`src/rtl/rgb_pixel_fetch.sv`:
```
// Generic single-clock FIFO with an occupancy count and a first-word-fall-through head.
// Latency: a pushed entry is visible at the head one cycle after the push edge.
// Backpressure: a push into a full FIFO is dropped; callers must reserve space first.
module rgb_fetch_fifo #(
    parameter int WIDTH = 27,
    parameter int DEPTH = 8
) (
    input  logic                       Clock,
    input  logic                       Resetn,
    input  logic                       push,
    input  logic [WIDTH-1:0]           push_dat,
    input  logic                       pop,
    output logic [WIDTH-1:0]           head_dat,
    output logic                       empty,
    output logic [$clog2(DEPTH+1)-1:0] count
);
    localparam int AW = (DEPTH > 1) ? $clog2(DEPTH) : 1;
    localparam int CW = $clog2(DEPTH + 1);

    logic [WIDTH-1:0] mem [DEPTH];
    logic [AW-1:0]    wr_ptr;
    logic [AW-1:0]    rd_ptr;
    logic             full;
    logic             wr_en;
    logic             rd_en;

    assign empty    = (count == '0);
    assign full     = (count == CW'(DEPTH));
    assign wr_en    = push && !full;
    assign rd_en    = pop && !empty;
    assign head_dat = mem[rd_ptr];

    // Pointers wrap explicitly so DEPTH need not be a power of two.
    function automatic logic [AW-1:0] ptr_inc(input logic [AW-1:0] p);
        return (p == AW'(DEPTH - 1)) ? '0 : p + 1'b1;
    endfunction

    // Storage array; contents are only meaningful below the occupancy count.
    always_ff @(posedge Clock) begin
        if (wr_en) begin
            mem[wr_ptr] <= push_dat;
        end
    end

    // Read/write pointers and occupancy; simultaneous push and pop leave count unchanged.
    always_ff @(posedge Clock or negedge Resetn) begin
        if (!Resetn) begin
            wr_ptr <= '0;
            rd_ptr <= '0;
            count  <= '0;
        end else begin
            if (wr_en) begin
                wr_ptr <= ptr_inc(wr_ptr);
            end
            if (rd_en) begin
                rd_ptr <= ptr_inc(rd_ptr);
            end
            case ({wr_en, rd_en})
                2'b10:   count <= count + 1'b1;
                2'b01:   count <= count - 1'b1;
                default: count <= count;
            endcase
        end
    end
endmodule

// Reads the interleaved RGB frame from SRAM and streams 24-bit pixels with sol/eol/eof flags.
// Latency: first pixel reaches the head four cycles after the first read address is driven.
// Backpressure: reads stall in RESERVE until FIFO count plus outstanding pixels leaves room for a pair.
module rgb_pixel_fetch #(
    parameter logic [17:0] RGB_BASE    = 18'd146944,
    parameter int          PIX_PER_ROW = 320,
    parameter int          ROWS        = 240,
    parameter int          FIFO_DEPTH  = 8
) (
    input  logic        Clock,
    input  logic        Resetn,
    input  logic        start,
    input  logic [15:0] SRAM_read_data,
    output logic [17:0] SRAM_address,
    output logic        SRAM_we_n,
    output logic        pix_valid,
    input  logic        pix_ready,
    output logic [23:0] pix_data,
    output logic        pix_sol,
    output logic        pix_eol,
    output logic        pix_eof,
    output logic        busy,
    output logic        done
);
    localparam int GROUPS = PIX_PER_ROW * ROWS / 2;
    localparam int GW     = $clog2(GROUPS + 1);
    localparam int CW     = $clog2(FIFO_DEPTH + 1);
    localparam int COLW   = (PIX_PER_ROW > 1) ? $clog2(PIX_PER_ROW) : 1;
    localparam int ROWW   = (ROWS > 1) ? $clog2(ROWS) : 1;

    typedef enum logic [2:0] {
        S_IDLE,
        S_RESERVE,
        S_RD0,
        S_RD1,
        S_RD2,
        S_DRAIN
    } state_t;

    // Read tag travelling alongside each SRAM access until its data returns.
    typedef struct packed {
        logic       vld;
        logic [1:0] sel;
    } tag_t;

    // One FIFO entry: pixel colour plus its frame-position flags.
    typedef struct packed {
        logic        sol;
        logic        eol;
        logic        eof;
        logic [23:0] rgb;
    } pix_ent_t;

    state_t          state;
    logic [17:0]     word_addr;
    logic [GW-1:0]   grp;
    logic [CW-1:0]   pending;
    logic [CW-1:0]   fifo_count;
    logic            fifo_empty;
    logic            space_ok;
    logic            last_group;
    logic            reserve;
    logic            issue;
    logic            drain_done;
    logic            start_acc;

    tag_t            tag_in;
    tag_t            tag1;
    tag_t            tag2;
    logic [7:0]      r_even;
    logic [7:0]      g_even;
    logic [7:0]      r_odd;
    logic [COLW-1:0] col;
    logic [ROWW-1:0] row;

    logic            push;
    logic            pop;
    pix_ent_t        push_ent;
    pix_ent_t        head_ent;

    // Never writes SRAM.
    assign SRAM_we_n = 1'b1;

    // Outstanding pixels plus queued pixels must leave room for one more pair.
    assign space_ok   = ({1'b0, fifo_count} + {1'b0, pending}) <= (CW+1)'(FIFO_DEPTH - 2);
    assign last_group = (grp == GW'(GROUPS - 1));
    assign reserve    = space_ok && ((state == S_RESERVE) || ((state == S_RD2) && !last_group));
    assign issue      = reserve || (state == S_RD0) || (state == S_RD1);
    assign start_acc  = (state == S_IDLE) && start;
    // Finishing on the pop of the final pixel lets done follow that pop by one cycle.
    assign drain_done = (pending == '0) &&
                        ((fifo_count == '0) || ((fifo_count == CW'(1)) && pop));

    // Frame sequencer: space reservation, read address generation, busy/done handshake.
    always_ff @(posedge Clock or negedge Resetn) begin
        if (!Resetn) begin
            state        <= S_IDLE;
            SRAM_address <= '0;
            word_addr    <= '0;
            grp          <= '0;
            pending      <= '0;
            busy         <= 1'b0;
            done         <= 1'b0;
        end else begin
            done    <= 1'b0;
            pending <= pending + (reserve ? CW'(2) : CW'(0)) - (push ? CW'(1) : CW'(0));
            if (issue) begin
                SRAM_address <= word_addr;
                word_addr    <= word_addr + 18'd1;
            end
            case (state)
                S_IDLE: begin
                    if (start) begin
                        state     <= S_RESERVE;
                        busy      <= 1'b1;
                        word_addr <= RGB_BASE;
                        grp       <= '0;
                    end
                end
                S_RESERVE: begin
                    if (space_ok) begin
                        state <= S_RD0;
                    end
                end
                S_RD0: state <= S_RD1;
                S_RD1: state <= S_RD2;
                S_RD2: begin
                    grp <= grp + 1'b1;
                    if (last_group) begin
                        state <= S_DRAIN;
                    end else if (space_ok) begin
                        state <= S_RD0;
                    end else begin
                        state <= S_RESERVE;
                    end
                end
                S_DRAIN: begin
                    if (drain_done) begin
                        state <= S_IDLE;
                        busy  <= 1'b0;
                        done  <= 1'b1;
                    end
                end
                default: state <= S_IDLE;
            endcase
        end
    end

    // The address register is live exactly while in a read state, so tag from the state.
    always_comb begin
        tag_in     = '0;
        tag_in.vld = (state == S_RD0) || (state == S_RD1) || (state == S_RD2);
        case (state)
            S_RD1:   tag_in.sel = 2'd1;
            S_RD2:   tag_in.sel = 2'd2;
            default: tag_in.sel = 2'd0;
        endcase
    end

    // Two-stage tag delay matching the SRAM read latency.
    always_ff @(posedge Clock or negedge Resetn) begin
        if (!Resetn) begin
            tag1 <= '0;
            tag2 <= '0;
        end else begin
            tag1 <= tag_in;
            tag2 <= tag1;
        end
    end

    // Words 1 and 2 of each group complete a pixel; word 0 only contributes bytes.
    assign push = tag2.vld && (tag2.sel != 2'd0);

    // Assemble the pixel being pushed and its position flags.
    always_comb begin
        push_ent     = '0;
        push_ent.sol = (col == '0);
        push_ent.eol = (col == COLW'(PIX_PER_ROW - 1));
        push_ent.eof = push_ent.eol && (row == ROWW'(ROWS - 1));
        if (tag2.sel == 2'd1) begin
            push_ent.rgb = {r_even, g_even, SRAM_read_data[15:8]};
        end else begin
            push_ent.rgb = {r_odd, SRAM_read_data[15:8], SRAM_read_data[7:0]};
        end
    end

    // Hold the bytes of a pixel that straddles two words.
    always_ff @(posedge Clock or negedge Resetn) begin
        if (!Resetn) begin
            r_even <= '0;
            g_even <= '0;
            r_odd  <= '0;
        end else if (tag2.vld) begin
            if (tag2.sel == 2'd0) begin
                r_even <= SRAM_read_data[15:8];
                g_even <= SRAM_read_data[7:0];
            end else if (tag2.sel == 2'd1) begin
                r_odd  <= SRAM_read_data[7:0];
            end
        end
    end

    // Column/row position of the next pixel to be pushed.
    always_ff @(posedge Clock or negedge Resetn) begin
        if (!Resetn) begin
            col <= '0;
            row <= '0;
        end else if (start_acc) begin
            col <= '0;
            row <= '0;
        end else if (push) begin
            if (col == COLW'(PIX_PER_ROW - 1)) begin
                col <= '0;
                row <= (row == ROWW'(ROWS - 1)) ? '0 : row + 1'b1;
            end else begin
                col <= col + 1'b1;
            end
        end
    end

    rgb_fetch_fifo #(
        .WIDTH ($bits(pix_ent_t)),
        .DEPTH (FIFO_DEPTH)
    ) u_fifo (
        .Clock    (Clock),
        .Resetn   (Resetn),
        .push     (push),
        .push_dat (push_ent),
        .pop      (pop),
        .head_dat (head_ent),
        .empty    (fifo_empty),
        .count    (fifo_count)
    );

    assign pix_valid = !fifo_empty;
    assign pop       = pix_valid && pix_ready;
    assign pix_data  = pix_valid ? head_ent.rgb : 24'd0;
    assign pix_sol   = pix_valid && head_ent.sol;
    assign pix_eol   = pix_valid && head_ent.eol;
    assign pix_eof   = pix_valid && head_ent.eof;
endmodule
```
`config.mk`:
```
export PLATFORM = sky130hd
export DESIGN_NAME = rgb_pixel_fetch
export DESIGN_NICKNAME = d
export VERILOG_FILES = /design/src/rtl/rgb_pixel_fetch.sv
export SDC_FILE = /design/constraint.sdc
export NUM_CORES = 1
export LEC_CHECK = 0
export CORE_MARGIN = 4
export CORE_UTILIZATION = 54
export DETAILED_ROUTE_END_ITERATION = 16
export PLACE_DENSITY = 0.84
export SYNTH_ARGS = -nofsm -noshare
export SYNTH_HDL_FRONTEND = slang
export SYNTH_HIERARCHICAL = 1
export SYNTH_SLANG_ARGS = --single-unit
```
`constraint.sdc`:
```
create_clock -name Clock -period 3.89 [get_ports Clock]
set_clock_uncertainty 0.05 [all_clocks]
set_input_delay 0.778 -clock Clock [delete_from_list [all_inputs] [get_ports Clock]]
set_output_delay 0.778 -clock Clock [all_outputs]
set_load 0.02 [all_outputs]
```
# == Yosys cells after proc, flatten, opt, wreduce, memory -nomap -nowiden ==
# Memories as Yosys holds them, arrays and structs flattened.
# Cells that the tools add are included.
# classes
add_sub_neg,11
n_lt_le_gt_ge,1
eq_ne,18
mux,33
n_bitwise,1
n_reduce_logical,39
# ops
op,count
$mux W18,3
$mux W24,2
$mux W8,4
$pmux W16 S2,1
$mux W9,3
$add A18 B1 Y18 const B,1
$mux W3,6
$pmux W3 S6,1
$add A16 B1 Y16 const B,1
$eq A16 B16 Y1 const B,1
$mux W16,1
$logic_and A1 B1 Y1,13
$eq A3 B3 Y1 const B,4
$reduce_bool A2 Y1,6
$add A9 B1 Y9 const B,1
$eq A9 B9 Y1 const B,1
$logic_not A9 Y1,1
$reduce_and A3 Y1,3
$add A8 B1 Y8 const B,1
$eq A8 B8 Y1 const B,1
$logic_not A4 Y1,2
$pmux W4 S2,1
$mux W1,7
$add A3 B1 Y3 const B,2
22 further kinds,36
# totals
register_bits,118
mem_bits_rw,216
inputBits,20
out_inout_bits,49
word_cells,123
memories,1
# mem_list
name,depth,width,read_ports,rd_clocked_by_memory_dff,write_ports,line_no,text
u_fifo.mem,8,27,1,0,1,20,logic [WIDTH-1:0] mem [DEPTH];

# == Logic depth before layout (Yosys ltp) ==
# logic_depth
depth_word,10
ltp_mapped,12
ltp_nobuf,12

# == Cells and area by module ==
# Netlist, hierarchy kept.
# modules_own_cells
module,n_inst,cells_each,area_per_inst_um2,seq_area_each_um2
rgb_fetch_fifo,1,379,8817.2,6736.5
rgb_pixel_fetch,1,513,5500.3,2702.6

# == Worst setup path before layout ==
# Ideal clock, no wire load.
# synth_timing
path_type,reg-to-reg
start,register tag2[0] (netlist name)
end,"memory u_fifo.mem[0][0], enable pin"
setup_time_ns,0.479
arrival_ns,3.415
t_required_ns,3.361
path_slack_ns,-0.054
path_stages_with_launch,5
path_buffers,0
period_less_slack_ns,3.944
cell_sequence,dfrtp_1 > o21ai_1 > inv_1 > o21ai_4 > nor4_1
# synth_via
elab_chain_len,5
# synth_lines
element,line_no,text
"start, declared",135,tag_t tag2;
"start signal, assigned",233,tag2 <= tag1;
$reduce_bool A2 Y1,238,assign push = tag2.vld && (tag2.sel != 2'd0);
$logic_and A1 B1 Y1,238,
via push,142,logic push;
$logic_and A1 B1 Y1,29,assign wr_en = push && !full;
$mux W1,40,if (wr_en) begin
$mux W1 (implied by the code),41,mem[wr_ptr] <= push_dat;
"end, declared",20,
# The timed path passes the listed nets, and every way through them passes these cells.

==> results.py <==
metrics = {
    "clocking": {
        "cts_hold_buf": 0,
        "cts_tree": "yes",
        "cts_buffer_depth": 3,
        "ctsHtreeMaxLevel": 2,
        "clockRootBuffer": "clkbuf_16",
        "clk_latency_ps": 520,
        "path_clk_slew_ps": 60,
        "clock-sinks": 334,
        "numCtsBuffers": 34,
    },
    "synthesis": {
        "synth_area_um2": 14300,
        "synthArstFlopShare": 0.353,
        "netlist.area_leader.share": 0.453,
        "ys_top_cells_by_area": "edfxtp_1, dfrtp_1, mux4_2",
        "synth_warnings": 6,
        "synth_fa_ha_area_frac": 0.0217,
        "synth_edf_count": 216,
        "syn-instance-count": 892,
        "yosys.area_share.simple": 0.0793,
        "synth_xor_area_frac": 0.00918,
        "avgSynthCellArea_um2": 16.1,
        "synth.most_common_cell": "edfxtp_1",
        "ys_types": 62,
        "synth_commonest_cells": "edfxtp_1, dfrtp_1, mux2_2, mux4_2, nand2_1",
        "synth.area.mux_share": 0.173,
        "synth_compound_area_frac": 0.0359,
        "syn_nets": 935,
        "yosysSeqAreaShare": 0.659,
        "synth_largest_area_cell": "edfxtp_1",
        "ys.flop_type": "edfxtp_1",
        "synth-seq-cells": 334,
        "synth_top_family_by_area": "multiplexers",
    },
    "floorplan": {
        "chipHeight_um": 171,
        "die_x_um": 171,
        "num_rows": 59,
        "dieArea_um2": 29200,
        "initial_core_util": 0.549,
        "fp.coreArea_um2": 26100,
        "boundaryPins": 69,
    },
    "detailed_routing": {
        "routed-via-count": 8131,
        "dr.pass1.iters": 5,
        "avgRoutedWirePerCell_um": 21.7,
        "dr.first_iter.drc_count": 708,
        "finalWirelength_um": 29300,
        "antenna_left": 0,
        "vias_per_cell": 6.01,
        "drc_errors": 0,
    },
    "timing": {
        "tns_ps": 0,
        "fin_crit_sh": 0.933,
        "slew_headroom": 0.386,
        "hold_slack_ps": 286,
        "fin_ws_ps": 260,
        "setup_viol_count_final": 0,
        "rsz0062_at_grt": "no",
        "period_needed_ps": 3630,
        "finalHoldViolCount": 0,
        "finalMaxSlewViolations": 0,
        "fmax_ghz": 0.276,
        "worst_pin_slew_ps": 914,
    },
    "power_and_ir_drop": {
        "p_clk_frac": 0.254,
        "p_sw_frac": 0.318,
        "ir_drop_mv": 0.591,
        "seqPwrFrac": 0.381,
        "power.density_nw_per_um2": 750,
        "leakage_nw": 6.11,
        "p_comb_frac": 0.365,
        "p_sw_mw": 3.98,
        "power_mw": 12.5,
        "p_int_mw": 8.54,
    },
    "run": {
        "max-cap-violations": 0,
    },
    "worst_setup_path": {
        "max_stage_delay_ps": 560,
        "r2r_cells": 9,
        "r2r_end": "SRAM_address[12]",
        "rr_startpoint": "u_fifo/count[0]",
        "crit_path_end_kind": "output port",
        "crit_chain": "buf_12, mux4_2, mux2_2, nor2b_1, clkdlybuf4s50_1",
        "slowest_stage": "clkdlybuf4s50_1",
        "crit_buf_inv": 2,
        "worst_ep_required_time_ps": 3060,
        "start_kind": "flop",
        "arrival_ps": 2800,
        "cp_max_fo": 25,
        "r2r_slack_ps": 440,
        "worstSetupPathType": "flop to output port",
        "critical_path.top_delay_family": "buffers and inverters",
    },
    "finish": {
        "final_area_um2": 16700,
        "stdcell_count": 1352,
        "area_delta_synth_final_pct": 16.5,
        "num_antenna_cells": 0,
        "fillers": 1773,
        "fin_util": 0.640,
        "layout.nets": 1034,
        "drive_above_1_share": 0.241,
    },
    "status": {
        "status": "completed",
    },
    "placed_design": {
        "dp_hpwl_um": 17000,
        "dp_cells": 1284,
        "pre_cts_ws_ps": 468,
        "place.gp.congestion": 0.804,
        "placed_area_um2": 15500,
        "port_buffers": 67,
    },
    "global_routing": {
        "grt_overflow_total": 0,
        "grt_pass1_wl_um": 46300,
        "grt_max_degree": 59,
        "antenna_found_initial": 0,
        "grt_pass1_vias": 8274,
        "grt_use_total": 0.206,
    },
    "min_path": {
        "worstHoldPathType": "input port to asynchronous set/reset pin",
    },
}
[worst register-to-register path: cells and delay by family (launching register included)]
kind                     cells  cell delay (ps)
flip-flops                   1              480
AO/OA/AOI/OAI                2             1110
AND/OR/NAND/NOR              2              360
adder cells (fa/ha/maj)      2              650
buffers and inverters        2              340
multiplexers                 1              330
[logic make-up after synthesis]
group / after synthesis
fa+ha+maj: 23
flops: 334
other cells: 1
xor+xnor: 15
compound gates: 78
buf+inv: 64
mux: 166
simple gates: 211
[per-layer routing]
| layer | vias to the layer above | share of wire | wire [µm] | global-route usage |
|---|---|---|---|---|
| met5 | - | 0 | 0 | 0 |
| met4 | 0 | 0.023 | 680 | 0.0534 |
| met3 | 56 | 0.058 | 1710 | 0.0314 |
| met2 | 297 | 0.51 | 15000 | 0.354 |
| met1 | 4159 | 0.41 | 11900 | 0.279 |
| li1 | 3619 | - | - | - |
[worst max path at each step]
stage / start / endpoint / depth (start not counted)
finish: u_fifo/rd_ptr[0] / pix_data[16] / 5
global placement: u_fifo/rd_ptr[0] / pix_eol / 5
detailed placement: u_fifo/rd_ptr[0] / pix_eof / 5
global route: u_fifo/rd_ptr[0] / pix_data[16] / 5
CTS: u_fifo/rd_ptr[0] / pix_data[16] / 5
floorplan: tag2[0] / u_fifo/mem[1][0] / 4
[layout make-up]
class                      instances  area (µm²)  share of cell area
multi-input combinational        494        4630               0.278
timing repair buffer              99         991              0.0594
sequential                       334        9440               0.566
tap                              335         419              0.0251
clock buffer                      46         948              0.0568
clock inverter                    16         144             0.00862
inverter                          28         105             0.00630
[power groups by stage]
stage	Clock, mW	Combinational, mW	Sequential (mW)
CTS	3.24	4.55	4.79
global route	3.40	4.98	4.81
floorplan	0	3.15	4.70
detailed placement	0	4.44	4.87
global placement	0	4.31	4.84
finish	3.18	4.57	4.77
[layout by cell type (no fill, tap or decap), types with 26 or more instances in the layout]
cell type        instances
mux4_2                  49
nor2b_1                 32
clkdlybuf4s50_1         66
dfrtp_1                116
inv_1                   28
buf_4                   26
o21ai_0                 29
nand2_1                 45
clkbuf_16               36
mux2_2                  95
edfxtp_1               216
nor2_1                  27
[repair_timing]
item / in CTS / in global routing
gates cloned: 0 / 0
setup endpoints to repair: 17 / 7
gates resized for setup: 0 / 0
setup buffers: 1 / 5
[flip-flops by register name, summed over array words and instances, names as in the netlist, 9 cells and up]
signal and flops:
word_addr 18, SRAM_address 18, u_fifo/mem 216, col 9, grp 16
Note: power is estimated with default switching activity, not from simulation.
